[config.mk]
export PLATFORM = sky130hd
export DESIGN_NAME = axmul_mac_seq_flat
export DESIGN_NICKNAME = d
export VERILOG_FILES = /design/src/rtl/axmul_mac_seq_if.sv /design/src/rtl/axmul_mac_seq.sv /design/src/flat_wrapper.sv
export SDC_FILE = /design/constraint.sdc
export NUM_CORES = 1
export LEC_CHECK = 0
export ABC_CLOCK_PERIOD_IN_PS = 3170
export BUFFER_PORTS_ARGS = -buffer_cell sky130_fd_sc_hd__buf_2
export CAP_MARGIN = 15
export CORE_MARGIN = 2
export CORE_UTILIZATION = 55
export CTS_CLUSTER_DIAMETER = 150
export DETAILED_ROUTE_END_ITERATION = 8
export PLACE_DENSITY = 0.88
export SETUP_SLACK_MARGIN = 0.5
export SLEW_MARGIN = 30
export SYNTH_ARGS = -nofsm -noshare
export SYNTH_HDL_FRONTEND = slang
export SYNTH_SLANG_ARGS = --single-unit
[constraint.sdc]
create_clock -name wb_clk_i -period 3.17 [get_ports wb_clk_i]
set_clock_uncertainty 0.15 [all_clocks]
set_input_delay 0.7925 -clock wb_clk_i [delete_from_list [all_inputs] [get_ports wb_clk_i]]
set_output_delay 0.7925 -clock wb_clk_i [all_outputs]
set_load 0.01 [all_outputs]
[src/rtl/axmul_mac_seq_if.sv]
`default_nettype none
// ============================================================================
//  Module   : axmul_mac_seq_if
//  Brief    : Operand, multiplier and result signal bundle for axmul_mac_seq.
//             err_acc_o exists only when AXMUL_ERR_TRACK_EN is defined.
//  Revision : 1.0  initial release
// ============================================================================
interface axmul_mac_seq_if #(
    parameter int ACC_W = 24,
    parameter int CNT_W = 8
);
    logic             start_i;
    logic [CNT_W-1:0] len_i;
    logic             in_valid_i;
    logic             in_ready_o;
    logic [7:0]       in_a_i;
    logic [7:0]       in_b_i;
    logic [7:0]       mul_a_o;
    logic [7:0]       mul_b_o;
    logic [15:0]      mul_p_i;
    logic             res_valid_o;
    logic             res_ready_i;
    logic [ACC_W-1:0] res_acc_o;
    logic             res_ovf_o;
    logic             busy_o;
`ifdef AXMUL_ERR_TRACK_EN
    logic [ACC_W-1:0] err_acc_o;
`endif

    // Slave side is the MAC sequencer; master side is the surrounding system.
    modport slave (
        input  start_i, len_i, in_valid_i, in_a_i, in_b_i, mul_p_i, res_ready_i,
`ifdef AXMUL_ERR_TRACK_EN
        output err_acc_o,
`endif
        output in_ready_o, mul_a_o, mul_b_o, res_valid_o, res_acc_o, res_ovf_o, busy_o
    );

    modport master (
        output start_i, len_i, in_valid_i, in_a_i, in_b_i, mul_p_i, res_ready_i,
`ifdef AXMUL_ERR_TRACK_EN
        input  err_acc_o,
`endif
        input  in_ready_o, mul_a_o, mul_b_o, res_valid_o, res_acc_o, res_ovf_o, busy_o
    );
endinterface
`default_nettype wire

[src/rtl/axmul_mac_seq.sv]
`default_nettype none
// ============================================================================
//  Module   : axmul_mac_seq
//  Brief    : Multiply-accumulate sequencer wrapped around the 8x8 approximate
//             multiplier. Optional macro AXMUL_ERR_TRACK_EN adds an
//             approximation-error accumulator (err_acc_o).
//  Revision : 1.0  initial release
// ============================================================================
module axmul_mac_seq #(
    parameter int ACC_W = 24,
    parameter int CNT_W = 8
) (
    input  wire logic         wb_clk_i,
    input  wire logic         wb_rst_ni,
    axmul_mac_seq_if.slave    bus
);
    typedef enum logic [2:0] {
        S_IDLE = 3'd0,
        S_FEED = 3'd1,
        S_MUL  = 3'd2,
        S_ACC  = 3'd3,
        S_DONE = 3'd4
    } state_t;

    state_t           r_state;
    state_t           w_state_nxt;
    logic [CNT_W-1:0] r_len;
    logic [CNT_W-1:0] r_cnt;
    logic [CNT_W-1:0] w_cnt_inc;
    logic [7:0]       r_mul_a;
    logic [7:0]       r_mul_b;
    logic [15:0]      r_prod;
    logic [ACC_W-1:0] r_acc;
    logic             r_ovf;
    logic [ACC_W:0]   w_sum;
    logic             w_start;
    logic             w_fire;

    assign w_start   = (r_state == S_IDLE) && bus.start_i;
    assign w_fire    = (r_state == S_FEED) && bus.in_valid_i;
    assign w_cnt_inc = r_cnt + 1'b1;
    // Extra top bit captures the carry-out that drives the sticky overflow.
    assign w_sum     = {1'b0, r_acc} + (ACC_W+1)'(r_prod);

    always_ff @(posedge wb_clk_i or negedge wb_rst_ni) begin
        if (!wb_rst_ni) r_state <= S_IDLE;
        else            r_state <= w_state_nxt;
    end

    always_comb begin
        w_state_nxt = r_state;
        case (r_state)
            S_IDLE: if (bus.start_i) w_state_nxt = (bus.len_i == '0) ? S_DONE : S_FEED;
            S_FEED: if (bus.in_valid_i) w_state_nxt = S_MUL;
            S_MUL:  w_state_nxt = S_ACC;
            S_ACC:  w_state_nxt = (w_cnt_inc == r_len) ? S_DONE : S_FEED;
            S_DONE: if (bus.res_ready_i) w_state_nxt = S_IDLE;
            default: w_state_nxt = S_IDLE;
        endcase
    end

    always_ff @(posedge wb_clk_i or negedge wb_rst_ni) begin
        if (!wb_rst_ni) begin
            r_len   <= '0;
            r_cnt   <= '0;
            r_mul_a <= '0;
            r_mul_b <= '0;
            r_prod  <= '0;
            r_acc   <= '0;
            r_ovf   <= 1'b0;
        end else begin
            if (w_start) begin
                r_len <= bus.len_i;
                r_cnt <= '0;
                r_acc <= '0;
                r_ovf <= 1'b0;
            end
            // Operand registers deliberately keep their value between pairs.
            if (w_fire) begin
                r_mul_a <= bus.in_a_i;
                r_mul_b <= bus.in_b_i;
            end
            if (r_state == S_MUL) r_prod <= bus.mul_p_i;
            if (r_state == S_ACC) begin
                r_acc <= w_sum[ACC_W-1:0];
                r_ovf <= r_ovf | w_sum[ACC_W];
                r_cnt <= w_cnt_inc;
            end
        end
    end

`ifdef AXMUL_ERR_TRACK_EN
    logic [15:0]      r_exact;
    logic [15:0]      w_diff;
    logic [ACC_W:0]   w_err_sum;
    logic [ACC_W-1:0] r_err;

    assign w_diff    = (r_exact >= r_prod) ? (r_exact - r_prod) : (r_prod - r_exact);
    assign w_err_sum = {1'b0, r_err} + (ACC_W+1)'(w_diff);

    always_ff @(posedge wb_clk_i or negedge wb_rst_ni) begin
        if (!wb_rst_ni) begin
            r_exact <= '0;
            r_err   <= '0;
        end else begin
            if (w_start) r_err <= '0;
            if (r_state == S_MUL) r_exact <= 16'(r_mul_a) * 16'(r_mul_b);
            // Saturate rather than wrap so a large error never looks small.
            if (r_state == S_ACC) r_err <= w_err_sum[ACC_W] ? '1 : w_err_sum[ACC_W-1:0];
        end
    end

    assign bus.err_acc_o = r_err;
`endif

    assign bus.in_ready_o  = (r_state == S_FEED);
    assign bus.res_valid_o = (r_state == S_DONE);
    assign bus.busy_o      = (r_state != S_IDLE);
    assign bus.mul_a_o     = r_mul_a;
    assign bus.mul_b_o     = r_mul_b;
    assign bus.res_acc_o   = r_acc;
    assign bus.res_ovf_o   = r_ovf;
endmodule
`default_nettype wire

[src/flat_wrapper.sv]
// flat-port wrapper written by rule: the top's interface ports become plain ports
module axmul_mac_seq_flat 
#(
    parameter int ACC_W = 24,
    parameter int CNT_W = 8
)
  (wb_clk_i, wb_rst_ni, bus_start_i, bus_len_i, bus_in_valid_i, bus_in_a_i, bus_in_b_i, bus_mul_p_i, bus_res_ready_i, bus_in_ready_o, bus_mul_a_o, bus_mul_b_o, bus_res_valid_o, bus_res_acc_o, bus_res_ovf_o, bus_busy_o);
  axmul_mac_seq_if #(.ACC_W(ACC_W), .CNT_W(CNT_W)) bus_i ();
  input  wire logic wb_clk_i;
  input  wire logic wb_rst_ni;
  input wire logic [$bits(bus_i.start_i)-1:0] bus_start_i;
  input wire logic [$bits(bus_i.len_i)-1:0] bus_len_i;
  input wire logic [$bits(bus_i.in_valid_i)-1:0] bus_in_valid_i;
  input wire logic [$bits(bus_i.in_a_i)-1:0] bus_in_a_i;
  input wire logic [$bits(bus_i.in_b_i)-1:0] bus_in_b_i;
  input wire logic [$bits(bus_i.mul_p_i)-1:0] bus_mul_p_i;
  input wire logic [$bits(bus_i.res_ready_i)-1:0] bus_res_ready_i;
  output wire logic [$bits(bus_i.in_ready_o)-1:0] bus_in_ready_o;
  output wire logic [$bits(bus_i.mul_a_o)-1:0] bus_mul_a_o;
  output wire logic [$bits(bus_i.mul_b_o)-1:0] bus_mul_b_o;
  output wire logic [$bits(bus_i.res_valid_o)-1:0] bus_res_valid_o;
  output wire logic [$bits(bus_i.res_acc_o)-1:0] bus_res_acc_o;
  output wire logic [$bits(bus_i.res_ovf_o)-1:0] bus_res_ovf_o;
  output wire logic [$bits(bus_i.busy_o)-1:0] bus_busy_o;
  assign bus_i.start_i = bus_start_i;
  assign bus_i.len_i = bus_len_i;
  assign bus_i.in_valid_i = bus_in_valid_i;
  assign bus_i.in_a_i = bus_in_a_i;
  assign bus_i.in_b_i = bus_in_b_i;
  assign bus_i.mul_p_i = bus_mul_p_i;
  assign bus_i.res_ready_i = bus_res_ready_i;
  assign bus_in_ready_o = bus_i.in_ready_o;
  assign bus_mul_a_o = bus_i.mul_a_o;
  assign bus_mul_b_o = bus_i.mul_b_o;
  assign bus_res_valid_o = bus_i.res_valid_o;
  assign bus_res_acc_o = bus_i.res_acc_o;
  assign bus_res_ovf_o = bus_i.res_ovf_o;
  assign bus_busy_o = bus_i.busy_o;
  axmul_mac_seq #(.ACC_W(ACC_W), .CNT_W(CNT_W)) u_core (.wb_clk_i(wb_clk_i), .wb_rst_ni(wb_rst_ni), .bus(bus_i));
endmodule
Yosys cells after proc, flatten, opt, wreduce, memory -nomap -nowiden

Cells that the tools add are included.

Register bits: 76
Bits of input ports: 45
Word-level logic and storage cells: 38

Add/subtract/negate cells: 2
Equal/unequal tests: 8
Muxes and demuxes: 12
Bitwise logic cells: 1
Reductions and logical operators: 7

Operators with widths:

| kind                  | count |
|---|---|
| $mux W24              | 2 |
| $add A24 B16 Y25      | 1 |
| $mux W8               | 2 |
| $mux W3               | 5 |
| $pmux W3 S5           | 1 |
| $add A8 B1 Y8 const B | 1 |
| $eq A8 B8 Y1          | 1 |
| $logic_not A8 Y1      | 1 |
| $eq A3 B2 Y1 const B  | 2 |
| $ne A2 B2 Y1 const B  | 3 |
| $eq A3 B1 Y1 const B  | 1 |
| $eq A3 B3 Y1 const B  | 1 |
| $logic_not A3 Y1      | 1 |
| $reduce_and A3 Y1     | 1 |
| $reduce_bool A3 Y1    | 1 |
| $logic_and A1 B1 Y1   | 2 |
| $mux W1               | 2 |
| $reduce_bool A2 Y1    | 1 |
| $or A1 B1 Y1          | 1 |

Depth between registers and ports, before layout

Gate-level depths: netlist (run 1).

Depth after elaboration: 4
Mapped depth: 8
Mapped depth without buffers: 8

Worst setup path after synthesis (run 1)

Ideal clock, no wire load.

Path type: register to register
Start: register u_core.r_acc[0] (netlist: u_core.bus.res_acc_o[0])
End: register u_core.r_acc[14] (netlist: u_core.bus.res_acc_o[14])
Library setup time: 122 ps
Data arrival time: 2157 ps
Data required time: 2898 ps
Setup slack: 742 ps
Stages on the path, launching flop included: 9
Clock period less this slack: 2428 ps
Path through: dfrtp_1 ha_1 fa_1 a21oi_2 nand4b_4 a211o_1 a211oi_4 or3_1 a32o_1

Word-level cells in the longest chain between the ends: 2

RTL lines:

| element                | line                | RTL |
|---|---|---|
| from (decl)            | axmul_mac_seq.sv:33 | `logic [ACC_W-1:0] r_acc;` |
| from (signal assigned) | axmul_mac_seq.sv:85 | `r_acc <= w_sum[ACC_W-1:0];` |
| $add A24 B16 Y25       | axmul_mac_seq.sv:43 | `assign w_sum = {1'b0, r_acc} + (ACC_W+1)'(r_prod);` |
| $mux W24               | axmul_mac_seq.sv:84 | `if (r_state == S_ACC) begin` |

No other way between the ends.
A chain may end at the register's enable or synchronous reset.

Final worst setup path (run 1)

Start: register u_core.r_state[1]
End: output port bus_busy_o

Word-level cells in the longest chain between the ends: 1

RTL lines:

| element                | line                 | RTL |
|---|---|---|
| from (decl)            | axmul_mac_seq.sv:25  | `state_t r_state;` |
| from (signal assigned) | axmul_mac_seq.sv:47  | `else r_state <= w_state_nxt;` |
| $reduce_bool A3 Y1     | axmul_mac_seq.sv:118 | `assign bus.busy_o = (r_state != S_IDLE);` |
| to (decl)              | flat_wrapper.sv:24   | `output wire logic [$bits(bus_i.busy_o)-1:0] bus_busy_o;` |

No other way between the ends.

==> flow_metrics.env, run 1 <==
export IMPL_outcome="finished clean"
export IMPL_chipHeight_um=91.1
export IMPL_post_place_cells=576
export IMPL_peakVddDrop_uv=552
export IMPL_fin_ws_ns=0.649
export IMPL_grt_pass1_vias=3429
export IMPL_core_mm2=0.00729
export IMPL_worstSetupPathType="reg -> out"
export IMPL_io_pins=89
export IMPL_seq_area_frac_synth_pct=45.6
export IMPL_grt_max_degree=32
export IMPL_clkSlewWorstSetupHoldPaths_ns=0.09
export IMPL_start_util_pct=57.2
export IMPL_yosysWarnings=0
export IMPL_io_buffers=88
export IMPL_synth_edff_count=0
export IMPL_min_period_ns=2.52
export IMPL_ys_ff_latch=76
export IMPL_cts_sinks=76
export IMPL_routed_wl_um=9650
export IMPL_fp_row_count=31
export IMPL_fin_nets=551
export IMPL_area_growth_pct=19.5
export IMPL_critical_path_max_stage_delay_ns=0.51
export IMPL_p_per_area_mw_per_mm2=1100
export IMPL_via_count=3472
export IMPL_path_max_fanout=10
export IMPL_antenna_found_initial=0
export IMPL_drc=0
export IMPL_yosys_top_cells_area="dfrtp_1 46%, mux2_2 11%, ha_1 5.1%, nand2_1 3.7%, o21ai_0 3.2%"
export IMPL_h_tree_depth=3
export IMPL_crit_chain="nor3_1 -> inv_1 -> buf_2"
export IMPL_cts_tree="done"
export IMPL_rsz0062_at_grt="no"
export IMPL_intPower_mw=3.18
export IMPL_fin_hold_ws_ns=0.310
export IMPL_diodes=0
export IMPL_fin_setup_tns_ns=0
export IMPL_cts_max_path_buffers=2
export IMPL_ff_latch_area_mm2=0.00190
export IMPL_hold_viol=0
export IMPL_post_cts_resized=0
export IMPL_globalplace_congestion=0.927
export IMPL_timing_fmax_mhz=397
export IMPL_hold_class="in -> async"
export IMPL_drv_slew=0
export IMPL_multi_input_area_mm2=0.00219
export IMPL_switching_power_mw=2.30
export IMPL_detailedPlace_worstSlack_ns=0.674
export IMPL_synth_cells=398
export IMPL_syn_area_per_cell_um2=10.5
export IMPL_fillCellCount=556
export IMPL_synth_fp_nets=461
export IMPL_grt_pass1_wl_um=16400
export IMPL_postRouteAntennaNets=0
export IMPL_synth_top_cell_area_share_pct=45.6
export IMPL_ys_types=49
export IMPL_fin_crit_sh_pct=79.5
export IMPL_grt_remaining_overflow=0
export IMPL_dp_hpwl_um=7080
export IMPL_die_area_mm2=0.00830
export IMPL_cts_buffers=9
export IMPL_slowest_stage="dfrtp_1"
export IMPL_netlist_area_mm2=0.00417
export IMPL_critPathCaptureType="output port"
export IMPL_stdcell_count=592
export IMPL_hold_buffers=0
export IMPL_insertion_delay_ns=0.36
export IMPL_layout_drive_gt1_share_pct=32.9
export IMPL_critPathRequiredTime_ns=2.23
export IMPL_max_slew_margin_pct=51.7
export IMPL_pwr_share_clk_pct=16.7
export IMPL_finalSetupViolations=0
export IMPL_drt_wirelength_per_cell_um=16.3
export IMPL_synthArstFlopShare_pct=100
export IMPL_cts_setup_buffers=0
export IMPL_synth_area_leader_cell="dfrtp_1"
export IMPL_power_frac_seq_pct=31.4
export IMPL_p_leak_nw=2.39
export IMPL_cap_violations=0
export IMPL_die_w_um=91.1
export IMPL_cp_start_kind="register"
export IMPL_sw_frac_of_total_pct=42.0
export IMPL_root_buffer="clkbuf_8"
export IMPL_avgViaCountPerCell=5.86
export IMPL_arrival_ns=1.58
export IMPL_gr_usage_all_layers_pct=24.6
export IMPL_tightest_slew_ns=0.725
export IMPL_ys_flop_type="dfrtp_1"
export IMPL_drtPass1Iterations=5
export IMPL_combPwrFrac_pct=51.8
export IMPL_drt_iter0_markers=190
-- metrics by stage --
stage          instance area, um^2  power [mW]  utilization [%]
3_3_place_gp                  4740        4.38             64.9
4_1_cts                       4990        5.48             68.4
3_5_place_dp                  4740        4.54             65.0
6_report                      4990        5.48             68.4
5_1_grt                       4990        5.89             68.4
2_1_floorplan                 4170        3.76                -
-- path summary, 6_finish.rpt --
kind	startpoint	endpoint	slack, ns	cells after the start
worst max-delay path	u_core.r_state[1]$_DFFE_PN0P_	bus_busy_o	0.65	3
worst min-delay path	wb_rst_ni	u_core.bus.res_acc_o[15]$_DFFE_PN0P_	0.31	1
worst max register to register	u_core.bus.res_acc_o[0]$_DFFE_PN0P_	u_core.bus.res_acc_o[14]$_DFFE_PN0P_	0.66	8
worst min register to register	u_core.bus.res_ovf_o$_DFFE_PN0P_	u_core.bus.res_ovf_o$_DFFE_PN0P_	0.35	2
max in group asynchronous	wb_rst_ni	u_core.bus.res_acc_o[7]$_DFFE_PN0P_	1.76	2
min in group wb_clk_i	u_core.bus.res_ovf_o$_DFFE_PN0P_	u_core.bus.res_ovf_o$_DFFE_PN0P_	0.35	2
-- cell usage in the layout (no fill, tap or decap), types with 3 or more instances in the layout --
| cell | n |
|---|---|
| a21o_1 | 6 |
| o211ai_1 | 4 |
| nand3_1 | 23 |
| a211oi_1 | 4 |
| a21oi_1 | 20 |
| dfrtp_1 | 76 |
| mux2i_1 | 10 |
| nor2_1 | 20 |
| o31ai_1 | 5 |
| nand2_1 | 41 |
| buf_4 | 7 |
| xor2_1 | 7 |
| o21bai_1 | 5 |
| o21ai_0 | 27 |
| ha_1 | 17 |
| nor4_1 | 3 |
| inv_1 | 9 |
| nor3_1 | 4 |
| a21oi_2 | 4 |
| xnor2_1 | 15 |
| or3_1 | 3 |
| nand4_1 | 5 |
| mux2_2 | 40 |
| buf_2 | 88 |
| clkbuf_8 | 9 |
| and2_1 | 3 |
| bufinv_16 | 3 |
-- per-layer routing --
metal	track usage [%]	wire [um]	vias up
met4	9.97	145	0
met1	31.9	4220	1680
met5	0	0	-
met2	41.0	4660	141
met3	4.40	619	13
li1	-	-	1638
-- synthesized netlist by cell type (all sizes together) (2+ instances only) --
cell / count
a211oi: 5
a21o: 6
a21oi: 24
a31oi: 2
a32o: 2
and2: 3
and4: 2
buf: 7
clkbuf: 9
dfrtp: 76
ha: 17
inv: 9
mux2: 40
mux2i: 10
nand2: 41
nand2b: 2
nand3: 23
nand3b: 2
nand4: 5
nor2: 20
nor3: 5
nor4: 3
o211ai: 4
o21ai: 29
o21bai: 5
o311ai: 2
o31ai: 5
or3: 3
xnor2: 15
xor2: 7
-- cells by family (layout without fill, tap and decap cells) --
group                      Yosys count  after routing  share of synthesized area [%]
AOI/OAI and AO/OA                   91             91                           14.4
xor gates and xnor gates            23             23                           5.19
adders and majority gates           18             18                           5.58
buffers and inverters               25            120                           2.46
DFF                                 76             76                           45.6
muxes                               50             50                           13.2
and+or+nand+nor                    115            115                           13.6
-- power groups by stage --
stage	combinational [mW]	clock [mW]	sequential, mW
after floorplan	2.03	0	1.72
after global placement	2.67	0	1.70
after detailed placement	2.80	0	1.74
after CTS	2.83	0.931	1.72
after global routing	3.13	0.978	1.78
final	2.84	0.917	1.72
-- worst max-delay path: cells and delay by family (launching register included) --
kind / cells / cell delay [ns]
simple gates: 1 / 0.45
buf+inv: 2 / 0.26
flops: 1 / 0.51
-- area by class of cell --
class / count / area share [%]
Multi-Input combinational cell: 297 / 43.9
Sequential cell: 76 / 38.1
Timing Repair Buffer: 95 / 9.89
Clock buffer: 9 / 2.48
Tap cell: 99 / 2.48
Clock inverter: 7 / 2.46
Inverter: 9 / 0.678
-- state kept, by name, indices dropped and copies added (netlist names) --
register / cells
u_core.bus.mul_b_o: 8
u_core.r_cnt: 8
u_core.r_state: 3
u_core.bus.res_acc_o: 24
u_core.r_prod: 16
u_core.r_len: 8
u_core.bus.mul_a_o: 8
u_core.bus.res_ovf_o: 1
(Power assumes the default switching activity.)
==> inputs of run 2 (changes only) <==
--- a/config.mk
+++ b/config.mk
@@ -5,14 +5,15 @@
 export SDC_FILE = /design/constraint.sdc
 export NUM_CORES = 1
 export LEC_CHECK = 0
-export ABC_CLOCK_PERIOD_IN_PS = 3170
+export ABC_AREA = 1
+export ABC_CLOCK_PERIOD_IN_PS = 2400
 export BUFFER_PORTS_ARGS = -buffer_cell sky130_fd_sc_hd__buf_2
 export CAP_MARGIN = 15
 export CORE_MARGIN = 2
-export CORE_UTILIZATION = 55
+export CORE_UTILIZATION = 56
 export CTS_CLUSTER_DIAMETER = 150
 export DETAILED_ROUTE_END_ITERATION = 8
-export PLACE_DENSITY = 0.88
+export PLACE_DENSITY = 0.89
 export SETUP_SLACK_MARGIN = 0.5
 export SLEW_MARGIN = 30
 export SYNTH_ARGS = -nofsm -noshare
==> constraint.sdc (replaced) <==
create_clock -name wb_clk_i -period 2.4 [get_ports wb_clk_i]
set_clock_uncertainty 0.15 [all_clocks]
set_input_delay 0.6 -clock wb_clk_i [delete_from_list [all_inputs] [get_ports wb_clk_i]]
set_output_delay 0.6 -clock wb_clk_i [all_outputs]
set_load 0.01 [all_outputs]
==> run 2 against run 1 <==
  * Critical path depth is 11 higher
  * Global-route usage is 5.4 points higher
  * Final cell count is 41% higher
  * Routed wire length is 41% higher
  * Worst hold slack worse by 0.038 ns
  * Combinational power is 58% higher
  * Sequential power is 28% higher
  * Count of clock-buffer cells in the layout stayed put
  * Non-clock buffer count is 50 higher
==> flow_metrics.env, run 2 <==
export IMPL_root_buffer="clkbuf_8"
export IMPL_synthMostInstantiatedCell="nand2_1"
export IMPL_clkSlewWorstSetupHoldPaths_ns=0.09
export IMPL_io_pins=89
export IMPL_critical_path_max_stage_delay_ns=0.39
export IMPL_grt_remaining_overflow=0
export IMPL_crit_chain="ha_2 -> buf_4 -> buf_4 -> nand3_2 -> nand3_2 -> inv_2 -> nor2_2 -> nor2_2 -> inv_2 -> nand2_1 -> nand2_1 -> nand2_1 -> nand2_1 -> o21ai_2"
export IMPL_hold_viol=0
export IMPL_finalSetupViolations=0
export IMPL_cts_sinks=76
export IMPL_synth_cells=583
export IMPL_drt_wirelength_per_cell_um=16.3
export IMPL_seq_area_frac_synth_pct=42.7
export IMPL_cp_start_kind="register"
export IMPL_yosys_top_cells_area="dfrtp_1 43%, nand2_1 18%, ha_1 4.8%, inv_1 4.7%, nand3_1 4.6%"
export IMPL_yosys_top_cells_count="213 x nand2_1, 76 x dfrtp_1, 56 x inv_1"
export IMPL_fin_ws_ns=0.375
export IMPL_ys_types=37
export IMPL_post_place_cells=770
export IMPL_ys_ff_latch=76
export IMPL_path_buf_inv=4
export IMPL_synth_compound_area_share_pct=8.94
export IMPL_start_util_pct=57.6
export IMPL_fp_row_count=32
export IMPL_mostFrequentLayoutCells="194 x nand2_1, 85 x buf_2, 70 x dfrtp_1"
export IMPL_die_area_mm2=0.00868
export IMPL_synthXorXnorAreaFrac_pct=0.787
export IMPL_p_per_area_mw_per_mm2=1270
export IMPL_min_period_ns=2.03
export IMPL_postRouteAntennaNets=0
export IMPL_synth_adder_area_share_pct=5.23
export IMPL_globalplace_congestion=0.952
export IMPL_chipHeight_um=93.1
export IMPL_total_power_mw=7.75
export IMPL_worstSetupPathType="reg -> reg"
export IMPL_via_count=4648
export IMPL_layout_drive_gt1_share_pct=38.6
export IMPL_cts_tree="done"
export IMPL_power_frac_seq_pct=28.5
export IMPL_intPower_mw=4.26
export IMPL_critPathCaptureType="register"
export IMPL_drt_iter0_markers=321
export IMPL_gr_usage_all_layers_pct=30.0
export IMPL_core_mm2=0.00773
export IMPL_insertion_delay_ns=0.38
export IMPL_io_buffers=88
export IMPL_drv_slew=0
export IMPL_syn_area_per_cell_um2=7.63
export IMPL_hold_class="in -> reg"
export IMPL_synth_fp_nets=646
export IMPL_timing_fmax_mhz=494
export IMPL_synth_edff_count=0
export IMPL_grt_pass1_wl_um=20700
export IMPL_synthMuxAreaShare_pct=4.89
export IMPL_antenna_found_initial=0
export IMPL_synth_simple_area_share_pct=31.0
export IMPL_drc=0
export IMPL_detailedPlace_worstSlack_ns=0.327
export IMPL_outcome="finished clean"
export IMPL_path_max_fanout=4
export IMPL_area_growth_pct=37.4
export IMPL_synth_top_family_by_area="simple AND/OR/NAND/NOR gates"
export IMPL_synth_area_leader_cell="dfrtp_1"
export IMPL_tightest_slew_ns=0.566
export IMPL_peakVddDrop_uv=870
export IMPL_multi_input_area_mm2=0.00274
export IMPL_slowest_stage="dfrtp_1"
export IMPL_die_w_um=93.1
export IMPL_ys_flop_type="dfrtp_1"
export IMPL_sw_frac_of_total_pct=45.0
export IMPL_layout_commonest_cell="nand2_1"
export IMPL_ff_latch_area_mm2=0.00191
export IMPL_critPathRequiredTime_ns=2.55
export IMPL_post_route_util_pct=79.2
export IMPL_crit_top_cell="nand2_1"
export IMPL_yosysWarnings=0
export IMPL_cap_violations=0
export IMPL_fillCellCount=490
export IMPL_grt_max_degree=27
export IMPL_p_leak_nw=3.18
export IMPL_fin_crit_sh_pct=84.4
export IMPL_h_tree_depth=3
export IMPL_synthArstFlopShare_pct=100
export IMPL_netlist_area_mm2=0.00445
export IMPL_drtPass1Iterations=7
export IMPL_synth_top_cell_area_share_pct=42.7
export IMPL_diodes=0
export IMPL_avgViaCountPerCell=5.56
export IMPL_fin_nets=792
export IMPL_fin_setup_tns_ns=0
export IMPL_cpLargestDelayFamily="simple AND/OR/NAND/NOR gates"
export IMPL_dp_hpwl_um=8330
export IMPL_routed_wl_um=13600
export IMPL_rsz0062_at_grt="yes"
export IMPL_arrival_ns=2.17
export IMPL_grt_pass1_vias=4600
export IMPL_switching_power_mw=3.48
export IMPL_max_slew_margin_pct=62.2
export IMPL_cts_max_path_buffers=2
export IMPL_combPwrFrac_pct=57.9
export IMPL_pwr_share_clk_pct=13.6
export IMPL_stdcell_count=836
export IMPL_cts_buffers=9
export IMPL_largest_reg_flops=24
==> run 2: changes by cell type after synthesis, sizes merged, moves of 11 or more <==
cell / delta
mux2: -24
nor2: +28
o21ai: +11
nand2: +179
nand3: +19
inv: +51
xnor2: -13
==> run 2: cell families (layout without fill, tap and decap cells) <==
group | Yosys count | count (layout)
multiplexers | 16 | 16
adder cells (fa/ha/maj) | 18 | 18
XOR/XNOR | 4 | 4
flip-flops | 76 | 76
buffers and inverters | 70 | 221
AND/OR/NAND/NOR | 326 | 326
AO/OA/AOI/OAI | 73 | 73
==> run 2: worst min-delay path, stage by stage <==
cell,delay [ns]
buf_2,0.07
nand2_1,0.04
nand2_1,0.06
==> run 2: what timing repair did <==
item | CTS | global route
cloned | 0 | 0
setup endpoints to repair | 21 | 27
setup buffers | 19 | 30
hold endpoints to repair | 20 | 0
pin swaps | 13 | 29
hold buffers | 1 | 0
resized for setup | 50 | 69
==> run 2: worst paths after layout <==
| check | startpoint | endpoint | slack (ns) | cells past startpoint |
|---|---|---|---|---|
| max | u_core.r_prod[0]$_DFFE_PN0P_ | u_core.bus.res_acc_o[9]$_DFFE_PN0P_ | 0.37 | 14 |
| min | bus_mul_p_i[9] | u_core.r_prod[9]$_DFFE_PN0P_ | 0.27 | 3 |
| max reg2reg | u_core.r_prod[0]$_DFFE_PN0P_ | u_core.bus.res_acc_o[9]$_DFFE_PN0P_ | 0.37 | 14 |
| min reg2reg | u_core.bus.mul_a_o[0]$_DFFE_PN0P_ | u_core.bus.mul_a_o[0]$_DFFE_PN0P_ | 0.36 | 1 |
| max in group asynchronous | wb_rst_ni | u_core.r_state[0]$_DFFE_PN0P_ | 0.99 | 3 |
| min in group asynchronous | wb_rst_ni | u_core.bus.res_acc_o[3]$_DFFE_PN0P_ | 0.51 | 2 |
==> run 2: through the flow <==
stage / hold WS [ns] / cell area (um^2)
finish: 0.272 / 6120
global route: 0.278 / 6120
CTS: 0.274 / 5640
detailed placement: 0.325 / 5030
global placement: 0.310 / 5030
floorplan: 0.154 / 4460
==> run 2: power by group through the flow <==
stage / Clock [mW] / Combinational [mW] / Sequential, mW
2_1_floorplan: 0 / 2.04 / 2.16
3_3_place_gp: 0 / 2.92 / 2.08
3_5_place_dp: 0 / 3.00 / 2.12
4_1_cts: 1.05 / 3.54 / 2.15
5_1_grt: 1.11 / 4.84 / 2.26
6_report: 1.05 / 4.49 / 2.21
==> run 2: layer usage <==
| metal | wire length, um | track usage, % | vias to the layer above |
|---|---|---|---|
| met4 | 504 | 12.6 | 0 |
| met5 | 0 | 0 | - |
| met3 | 928 | 5.32 | 55 |
| li1 | - | - | 2168 |
| met2 | 6980 | 54.0 | 243 |
| met1 | 5210 | 35.2 | 2182 |
==> run 2: layout make-up <==
class | count | share of cell area, %
Clock buffer | 9 | 2.02
Clock inverter | 7 | 1.33
Inverter | 60 | 3.68
Multi-Input combinational cell | 437 | 44.9
Sequential cell | 76 | 31.2
Tap cell | 102 | 2.09
Timing Repair Buffer | 145 | 14.8
